--- src/rtl/carrier_nco.sv ---
// rtl/carrier_nco.sv - carrier NCO: frequency sum, 32-bit phase accumulator, holdover supervisor
// Optional phase dither on truncation is enabled by defining CARRIER_NCO_DITHER_EN.
module carrier_nco #(
   parameter int HOLD_COUNT = 1024,
   parameter int PHASE_BITS = 12
) (
   input  logic                  clk,
   input  logic                  reset,
   input  logic                  ddcSync,
   input  logic [31:0]           centerFreq,
   input  logic [31:0]           carrierFreqOffset,
   input  logic [31:0]           carrierLeadFreq,
   input  logic                  carrierFreqEn,
   input  logic                  leadEnable,
   input  logic [PHASE_BITS-1:0] phaseOffset,
   input  logic                  phaseClear,
   output logic [PHASE_BITS-1:0] phase,
   output logic                  phaseEn,
   output logic [31:0]           freqWord,
   output logic                  holdover,
   output logic [15:0]           holdCounter
);

   typedef enum logic {TRACK, HOLD} state_t;

   localparam logic [15:0] HOLD_LIMIT = 16'(HOLD_COUNT);

   state_t                state, next_state;
   logic [15:0]           next_count;
   logic [31:0]           lag_reg, lead_reg, lead_term;
   logic [31:0]           acc;
   logic                  acc_updated;
   logic [PHASE_BITS-1:0] acc_top;

   always_ff @(posedge clk) begin
      if (reset) begin
         lag_reg  <= '0;
         lead_reg <= '0;
      end else if (carrierFreqEn) begin
         lag_reg  <= carrierFreqOffset;
         lead_reg <= carrierLeadFreq;
      end
   end

   assign lead_term = (leadEnable && state == TRACK) ? lead_reg : '0;

   always_ff @(posedge clk) begin
      if (reset) freqWord <= '0;
      else       freqWord <= centerFreq + lag_reg + lead_term;
   end

   // phaseClear outranks ddcSync; either one schedules an output strobe next clk
   always_ff @(posedge clk) begin
      if (reset) begin
         acc         <= '0;
         acc_updated <= 1'b0;
      end else begin
         acc_updated <= phaseClear | ddcSync;
         if (phaseClear)   acc <= '0;
         else if (ddcSync) acc <= acc + freqWord;
      end
   end

`ifdef CARRIER_NCO_DITHER_EN
   logic [16:0] lfsr;
   logic [19:0] dithered;

   always_ff @(posedge clk) begin
      if (reset || phaseClear) lfsr <= 17'h1;
      else if (ddcSync)        lfsr <= {lfsr[15:0], lfsr[16] ^ lfsr[13]};
   end

   // dither lands on acc[19:12]; the accumulator itself stays exact
   assign dithered = acc[31:12] + {12'd0, lfsr[7:0]};
   assign acc_top  = dithered[19 -: PHASE_BITS];
`else
   assign acc_top  = acc[31 -: PHASE_BITS];
`endif

   always_ff @(posedge clk) begin
      if (reset) begin
         phase   <= '0;
         phaseEn <= 1'b0;
      end else begin
         phaseEn <= acc_updated;
         if (acc_updated) phase <= acc_top + phaseOffset;
      end
   end

   always_ff @(posedge clk) begin
      if (reset) begin
         state       <= TRACK;
         holdCounter <= '0;
      end else begin
         state       <= next_state;
         holdCounter <= next_count;
      end
   end

   // a loop update always wins over a coincident ddcSync
   always_comb begin
      next_state = state;
      next_count = holdCounter;
      case (state)
         TRACK: begin
            if (carrierFreqEn) begin
               next_count = '0;
            end else if (ddcSync) begin
               next_count = holdCounter + 16'd1;
               if (next_count >= HOLD_LIMIT) next_state = HOLD;
            end
         end
         HOLD: begin
            if (carrierFreqEn) begin
               next_state = TRACK;
               next_count = '0;
            end
         end
      endcase
   end

   assign holdover = (state == HOLD);

endmodule
--- config.mk ---
export PLATFORM = sky130hd
export DESIGN_NAME = carrier_nco
export DESIGN_NICKNAME = d
export VERILOG_FILES = /design/src/rtl/carrier_nco.sv
export SDC_FILE = /design/constraint.sdc
export NUM_CORES = 1
export LEC_CHECK = 0
export CORE_MARGIN = 5
export CORE_UTILIZATION = 50
export CTS_CLUSTER_SIZE = 40
export DETAILED_ROUTE_END_ITERATION = 16
export PLACE_DENSITY = 0.76
export SETUP_SLACK_MARGIN = 0.3
export SLEW_MARGIN = 10
export SYNTH_ARGS = -nofsm -noshare
export SYNTH_HDL_FRONTEND = slang
export SYNTH_SLANG_ARGS = --single-unit
--- constraint.sdc ---
create_clock -name clk -period 5.2 [get_ports clk]
set_input_delay 0.52 -clock clk [delete_from_list [all_inputs] [get_ports clk]]
set_output_delay 0.52 -clock clk [all_outputs]
set_load 0.01 [all_outputs]
== Word-level counts from Yosys, hierarchy flattened ==
Index checks and enable logic that the tools add are counted.

* Register bits after elaboration: 159
* Bits of input ports: 114
* Output and inout port bits: 62
* Logic and storage cells: 32

* Add/subtract/negate cells: 5
* Order comparisons: 1
* Eq/ne operators: 2
* Multiplexer cells: 10
* Bitwise operators: 2
* Reductions and logical operators: 3

{| class="wikitable"
|+ Operators with widths
! kind !! number
|-
| $add A32 B32 Y32 || 3
|-
| $mux W16 || 3
|-
| $mux W32 || 1
|-
| $pmux W16 S2 || 1
|-
| $add A16 B1 Y16 const B || 1
|-
| $ge A16 B11 Y1 const B || 1
|-
| $add A12 B12 Y12 || 1
|-
| $mux W1 || 4
|-
| $ne A3 B3 Y1 const B || 1
|-
| $ne A2 B2 Y1 const B || 1
|-
| $pmux W1 S2 || 1
|-
| $reduce_and A2 Y1 || 1
|-
| $reduce_or A2 Y1 || 1
|-
| $logic_and A1 B1 Y1 || 1
|-
| $not A1 Y1 || 1
|-
| $or A1 B1 Y1 || 1
|}

== Logic depth before layout (Yosys ltp) ==
Gate-level depths: netlist of run 1.

* Depth in word-level cells: 6
* Gate-level depth with buffers: 15
* Gate-level depth less buffers: 14

== Worst setup path before layout of run 1 ==
OpenSTA, ideal clock, no wires.

* Path type: in2reg
* Start point: in leadEnable
* End point: reg freqWord[26]
* Setup time: 0.123 ns
* Arrival time: 3.642 ns
* Data required time: 5.077 ns
* Setup slack: 1.434 ns
* Stages: 13
* Path buffers: 1
* Cells stage by stage: nor2b_1 clkbuf_1 and2_1 fa_1 ha_1 a21o_1 a21o_1 a211oi_1 o21ai_2 a221oi_2 or3_1 a21oi_1 mux2_1

* Cells in the longest elaborated chain, start to end: 3

{| class="wikitable"
|+ Ends and longest elaborated chain
! element !! line !! text
|-
| start, declared || 14 || <nowiki>input logic leadEnable,</nowiki>
|-
| $logic_and A1 B1 Y1 || 45 || <nowiki>assign lead_term = (leadEnable && state == TRACK) ? lead_reg : '0;</nowiki>
|-
| $mux W32 || 45 ||
|-
| $add A32 B32 Y32 || 49 || <nowiki>else freqWord <= centerFreq + lag_reg + lead_term;</nowiki>
|-
| end signal, assigned || 49 ||
|-
| end, declared || 19 || <nowiki>output logic [31:0] freqWord,</nowiki>
|}

No other way between the ends.
A chain may end at the register's enable or synchronous reset.

== Worst setup path after layout of run 1 ==
* Start point: in leadEnable
* End point: reg freqWord[23]

The elaborated chain is that of the path after synthesis.

==> qor.yml, run 1 <==
sta:
  skew_ns: 0.0137
  holdWs_ns: 0.387
  setup_violations: 0
  finalCritPeriodShare: 0.830
  hold_viol_final: 0
  final.setup.tns_ns: 0
  slew_headroom: 0.264
  tightest_slew_ns: 1.10
  grt_setup_unrepaired: "false"
  max_freq_ghz: 0.232
  fin_crit_ns: 4.31
  maxSlewViolCount: 0
  setup_slack_ns: 0.886
cts:
  clockBufferDepth: 2
  worstSkewPairLatency_ns: 0.43
  cts_root_buf: "clkbuf_16"
  cts.clk_slew.worst_paths_ns: 0.07
  cts_tree: "yes"
  clkSinkCount: 159
  htreeDepth: 4
  ctsHoldBuffers: 0
  numCtsBuffers: 17
  cts_resized: 0
  post_cts_buffers: 0
worst_hold_path:
  whs_path_depth: 2
  min_path_type: "in2reg"
  worstHoldStart: "reset"
  hold-path-endpoint: "phase[2]$_SDFFE_PP0P_"
global_routing:
  grtUsageTotal: 0.215
  grt_pass1_vias: 8248
  grt-ovfl-total: 0
  antenna_found_initial: 0
  grt_max_degree: 107
  grt_pass1_wl_um: 39900
drt:
  antenna_left: 0
  wl_um: 24400
  post_drt_wl_per_cell_um: 15.6
  first_pass_iters: 5
  drt_iter0_drc: 623
  viasPerCell: 5.43
  drcViolationCount: 0
  via_count: 8497
yosys:
  synth_edf_count: 0
  synthTopCellsByArea: "dfxtp_1, mux2i_1, ha_1, fa_1, nor2_1"
  seq_area_frac_synth: 0.318
  synthCells: 1137
  synth_cell_types: 59
  yosysTopAreaCellShare: 0.318
  yosys.area.top_type: "dfxtp_1"
  yosysWarnings: 0
  synth_nets: 1358
  ys_ff_latch: 159
  ys_async_sr_fraction: 0
  syn_area_per_cell_um2: 8.80
  synth_top_flop_cell: "dfxtp_1"
  synthesis.area_mm2: 0.0100
placed_design:
  hpwl_um: 18800
  pre_cts_slack_ns: 0.503
  portBuffers: 175
  place.gp.congestion: 0.874
floorplanning:
  initial_core_util: 0.511
  die_h_um: 151
  dieArea_mm2: 0.0229
  core_area_mm2: 0.0196
  die_w_um: 151
  row_count: 51
  pin_count: 176
worst_setup_path:
  worstPathArrival_ns: 4.62
  crit_chain: "clkdlybuf4s50_1 > nor2b_2 > and2_1 > fa_1 > ha_1 > fa_1 > a211oi_1 > o21bai_1 > a41oi_1 > o21ai_0 > a22oi_1 > o21bai_1 > a21oi_1 > mux2_2"
  r2r_slack_ns: 1.00
  crit_required_ns: 5.51
  critical_path_buf_inv_count: 1
  critical_path.startpoint_type: "input pin"
  slowest_stage: "clkdlybuf4s50_1"
  path_class: "in2reg"
  timing.rr.end: "freqWord[23]$_SDFF_PP0_"
  path_delay_family: "compound AO/OA/AOI/OAI gates"
  r2r_cells: 13
  cp-end-kind: "flip-flop"
  r2r_start: "holdover$_SDFF_PP0_"
  slowest_delay_ns: 0.45
  worstPathMaxFanout: 11
outcome:
  status: "complete, no violations"
power:
  p_leak_nw: 5.44
  pwr_density_cell_mw_per_mm2: 296
  ir_drop_mv: 0.241
layout:
  drive_gt1_frac: 0.0423
  fillers: 1684
  multi_input_area_mm2: 0.00650
  diodes: 0
  nets: 1507
  seqCellArea_mm2: 0.00318
  area_delta_synth_final_pct: 25.2
run:
  max-cap-violations: 0
==> per-stage QoR <==
stage | std cells | instance area, um^2 | total power, W | utilization
floorplan | 1137 | 10000 | 0.00206 | -
global placement | 1532 | 11900 | 0.00241 | 0.609
detailed placement | 1532 | 11900 | 0.00243 | 0.609
CTS | 1564 | 12500 | 0.00372 | 0.639
global route | 1564 | 12500 | 0.00390 | 0.639
finish | 1564 | 12500 | 0.00370 | 0.639
==> worst register-to-register path, cell delays in order (launching register included) <==
cell	delay (ns)
dfxtp_1	0.41
nor2b_2	0.41
and2_1	0.21
fa_1	0.43
ha_1	0.24
fa_1	0.43
a211oi_1	0.31
o21bai_1	0.16
a41oi_1	0.24
o21ai_0	0.25
a22oi_1	0.37
o21bai_1	0.10
a21oi_1	0.16
mux2_2	0.34
==> cell usage after synthesis (10+ instances only) <==
library cell  number
a21o_1            27
nand3_1           19
nand4_1           14
nor3_1            14
xor2_1            27
a211oi_1          11
mux2i_1           94
a21oi_1           72
fa_1              34
nand2_1           62
nand3b_1          10
xnor2_1           38
nor2b_1           17
dfxtp_1          159
and3_1            12
o21ai_0           41
and2_1            39
inv_1             33
ha_1              73
clkbuf_1          40
nor2_1           178
==> cell families (layout without fill, tap and decap cells) <==
logic type / count (synthesis) / count (layout) / synth area share
buffers and inverters: 84 / 246 / 0.0318
flip-flops: 159 / 159 / 0.318
XOR/XNOR: 65 / 65 / 0.0569
AND/OR/NAND/NOR: 396 / 396 / 0.187
multiplexers: 99 / 99 / 0.0997
AO/OA/AOI/OAI: 227 / 227 / 0.147
adder cells (fa/ha/maj): 107 / 107 / 0.159
==> placed cells by master, fill, tap and decap left out, drive strengths merged, types with 5 or more instances in the layout <==
| cell type | instances |
|---|---|
| o21ai | 45 |
| o21bai | 9 |
| buf | 9 |
| inv | 43 |
| nor2 | 178 |
| dfxtp | 159 |
| or3 | 8 |
| o21a | 7 |
| nor2b | 17 |
| mux2i | 94 |
| nand3 | 19 |
| nand3b | 10 |
| and3 | 12 |
| o211ai | 9 |
| mux2 | 5 |
| xor2 | 27 |
| a21oi | 72 |
| a31oi | 9 |
| a211oi | 11 |
| clkdlybuf4s50 | 172 |
| fa | 34 |
| ha | 73 |
| and2 | 39 |
| a221oi | 5 |
| a21o | 27 |
| nand2b | 7 |
| xnor2 | 38 |
| clkbuf | 17 |
| nand4 | 14 |
| nor3 | 14 |
| nor3b | 5 |
| nand2 | 62 |
==> metal layers <==
layer | vias to the layer above | track usage | wire [um]
met4 | 0 | 0.0648 | 457
met5 | - | 0 | 0
li1 | 4293 | - | -
met1 | 3971 | 0.289 | 11300
met3 | 31 | 0.0416 | 1230
met2 | 202 | 0.351 | 11500
==> report_power, final <==
part | leakage [nW] | switching, W | internal, W
Combinational | 3.84 | 0.000519 | 0.000491
Clock | 0.293 | 0.000562 | 0.000725
Sequential | 1.31 | 0.0000866 | 0.00132
Total | 5.44 | 0.00117 | 0.00253
==> how the worst max path moves through the flow <==
| stage | cells past startpoint | start | slack [ns] | end |
|---|---|---|---|---|
| 2_1_floorplan | 13 | leadEnable | 1.43 | freqWord[26]$_SDFF_PP0_ |
| 3_3_place_gp | 14 | leadEnable | 0.64 | freqWord[23]$_SDFF_PP0_ |
| 3_5_place_dp | 14 | leadEnable | 0.50 | freqWord[23]$_SDFF_PP0_ |
| 4_1_cts | 14 | leadEnable | 0.93 | freqWord[23]$_SDFF_PP0_ |
| 5_1_grt | 14 | leadEnable | 0.67 | freqWord[23]$_SDFF_PP0_ |
| 6_report | 14 | leadEnable | 0.89 | freqWord[23]$_SDFF_PP0_ |
==> area by class of cell <==
| type | count | share of cell area |
|---|---|---|
| Clock buffer | 17 | 0.0340 |
| Clock inverter | 15 | 0.0137 |
| Inverter | 33 | 0.00989 |
| Multi-Input combinational cell | 894 | 0.519 |
| Sequential cell | 159 | 0.254 |
| Tap cell | 265 | 0.0265 |
| Timing Repair Buffer | 181 | 0.143 |
Note: power is estimated with default switching activity, not from simulation.
==> run 2: changes to the inputs <==
- clock period: 5.2 -> 4.16 ns (I/O delays scaled with it)
==> run 2 against run 1 <==
Net effect:
- clock power grew 25%
- sequential share of layout area shrank 0.35 points
- worst setup slack lost 0.42 ns
- critical path type unchanged
- critical endpoint is now freqWord[30]$_SDFF_PP0_
==> qor.yml, run 2 (synthesis results as in run 1) <==
layout:
  drive_gt1_frac: 0.0584  # was 0.0423
  area_delta_synth_final_pct: 27.0  # was 25.2%
  fin_cells: 1583  # was 1564
  diodes: 0  # unchanged
  fillers: 1648  # was 1684
  layout_common_cells: "nor2_1, clkdlybuf4s50_1, dfxtp_1, mux2i_1, ha_1"  # unchanged
  final_common_cell: "nor2_1"  # unchanged
  postLayoutCoreUtil: 0.648  # was 0.639
  design_area_mm2: 0.0127  # was 0.0125 mm^2
  nets: 1526  # was 1507
placed_design:
  hpwl_um: 19100  # was 18800 um
  placed_cells: 1551  # was 1532
  place.gp.congestion: 0.897  # was 0.874
  portBuffers: 175  # unchanged
  place_area_mm2: 0.0121  # was 0.0119 mm^2
worst_setup_path:
  worstPathMaxFanout: 14  # was 11
  worstPathArrival_ns: 4.06  # was 4.62 ns
  path_class: "in2reg"  # unchanged
  critical_path.startpoint_type: "input pin"  # unchanged
  crit_required_ns: 4.53  # was 5.51 ns
  cp-end-kind: "flip-flop"  # unchanged
drt:
  post_drt_wl_per_cell_um: 15.5  # was 15.6 um
  wl_um: 24600  # was 24400 um
  highest_layer: "met4"  # unchanged
  viasPerCell: 5.42  # was 5.43
  first_pass_iters: 5  # unchanged
  wl_met1_um: 11400  # was 11300 um
  via_count: 8573  # was 8497
  wl_met2_um: 11600  # was 11500 um
  antenna_left: 0  # unchanged
  drt_iter0_drc: 481  # was 623
  drcViolationCount: 0  # unchanged
  wl_met3_um: 1100  # was 1230 um
floorplanning:
  die_w_um: 151  # unchanged
  die_h_um: 151  # unchanged
  dieArea_mm2: 0.0229  # unchanged
  row_count: 51  # unchanged
  pin_count: 176  # unchanged
  initial_core_util: 0.511  # unchanged
  core_area_mm2: 0.0196  # unchanged
sta:
  grt_setup_unrepaired: "true"  # was false
  max_freq_ghz: 0.271
  slew_headroom: 0.277  # was 0.264
  fin_crit_ns: 3.69
  finalCritPeriodShare: 0.887
  hold_viol_final: 0  # unchanged
  skew_ns: 0.00811  # was 0.0137 ns
  setup_violations: 0  # unchanged
  maxSlewViolCount: 0  # unchanged
  tightest_slew_ns: 1.09  # was 1.10 ns
global_routing:
  grt-ovfl-total: 0  # unchanged
  grtUsageTotal: 0.215  # about the same
  grt_max_degree: 74  # was 107
  grt_pass1_vias: 8459  # was 8248
  antenna_found_initial: 0  # unchanged
  grt_pass1_wl_um: 40100  # was 39900 um
cts:
  worstSkewPairLatency_ns: 0.43  # about the same
  clkSinkCount: 159  # unchanged
  htreeDepth: 4  # unchanged
  cts_resized: 1  # was 0
  numCtsBuffers: 17  # unchanged
  cts_root_buf: "clkbuf_16"  # unchanged
  cts.clk_slew.worst_paths_ns: 0.06  # was 0.07 ns
  clockBufferDepth: 2  # unchanged
  ctsHoldBuffers: 0  # unchanged
  cts_tree: "yes"  # unchanged
  post_cts_buffers: 0  # unchanged
outcome:
  status: "complete, no violations"  # unchanged
power:
  ir_drop_mv: 0.274  # was 0.241 mV
  pwr_density_cell_mw_per_mm2: 368  # was 296 mW/mm^2
  p_leak_nw: 5.54  # was 5.44 nW
  power_w: 0.00467  # was 0.00370 W
worst_hold_path:
  min_path_type: "reg2reg"  # was in2reg
run:
  max-cap-violations: 0  # unchanged
-- run 2: changes by cell type in the layout (fill, tap and decap cells not counted), moves of 2 or more --
cell,previous run,this run
clkinv_4,1,3
buf_4,8,27
clkinvlp_4,1,3
inv_6,9,2
clkbuf_8,0,2
-- run 2: layout make-up --
class | count | area, um^2 | share of cell area
Clock buffer | 19 | 453 | 0.0357
Inverter | 33 | 124 | 0.00975
Multi-Input combinational cell | 894 | 6520 | 0.514
Timing Repair Buffer | 200 | 1930 | 0.152
Sequential cell | 159 | 3180 | 0.251
Clock inverter | 13 | 154 | 0.0121
Tap cell | 265 | 332 | 0.0261
-- run 2: path summary, 6_finish.rpt --
check | startpoint | to | slack [ns] | depth (start not counted)
worst max-delay path | leadEnable | freqWord[30]$_SDFF_PP0_ | 0.47 | 14
worst min-delay path | acc[17]$_SDFFE_PP0P_ | acc[17]$_SDFFE_PP0P_ | 0.47 | 2
worst max register to register | holdover$_SDFF_PP0_ | freqWord[30]$_SDFF_PP0_ | 0.53 | 13
worst min register to register | acc[17]$_SDFFE_PP0P_ | acc[17]$_SDFFE_PP0P_ | 0.47 | 2
-- run 2: power breakdown --
group	total, W	switching [W]	internal [W]
clock	0.00161	0.000678	0.000929
sequential	0.00176	0.000111	0.00165
combinational	0.00130	0.000657	0.000647
-- run 2: per-layer routing --
metal	track usage	up-vias
met1	0.287	3987
met4	0.0684	0
met3	0.0311	36
met2	0.360	222
li1	-	4328
met5	0	-
-- run 2: worst max-delay path, stage by stage --
cell and delay [ns]:
clkdlybuf4s50_1 0.49, nor2b_4 0.21, buf_4 0.20, and2_1 0.17, fa_1 0.42, ha_1 0.31
o21a_1 0.12, o21ai_1 0.07, or3_1 0.32, o21ai_2 0.16, a221oi_2 0.10, or4_1 0.56
a2111o_1 0.42, nand3_1 0.08
-- run 2: through the flow --
step | hold slack, ns | setup TNS [ns] | setup WS (ns)
final | 0.470 | 0 | 0.469
after global routing | 0.503 | 0 | 0.274
after CTS | 0.471 | 0 | 0.334
after detailed placement | 0.456 | -0.420 | -0.188
after global placement | 0.443 | -0.0473 | -0.0473
after floorplan | 0.429 | 0 | 0.498
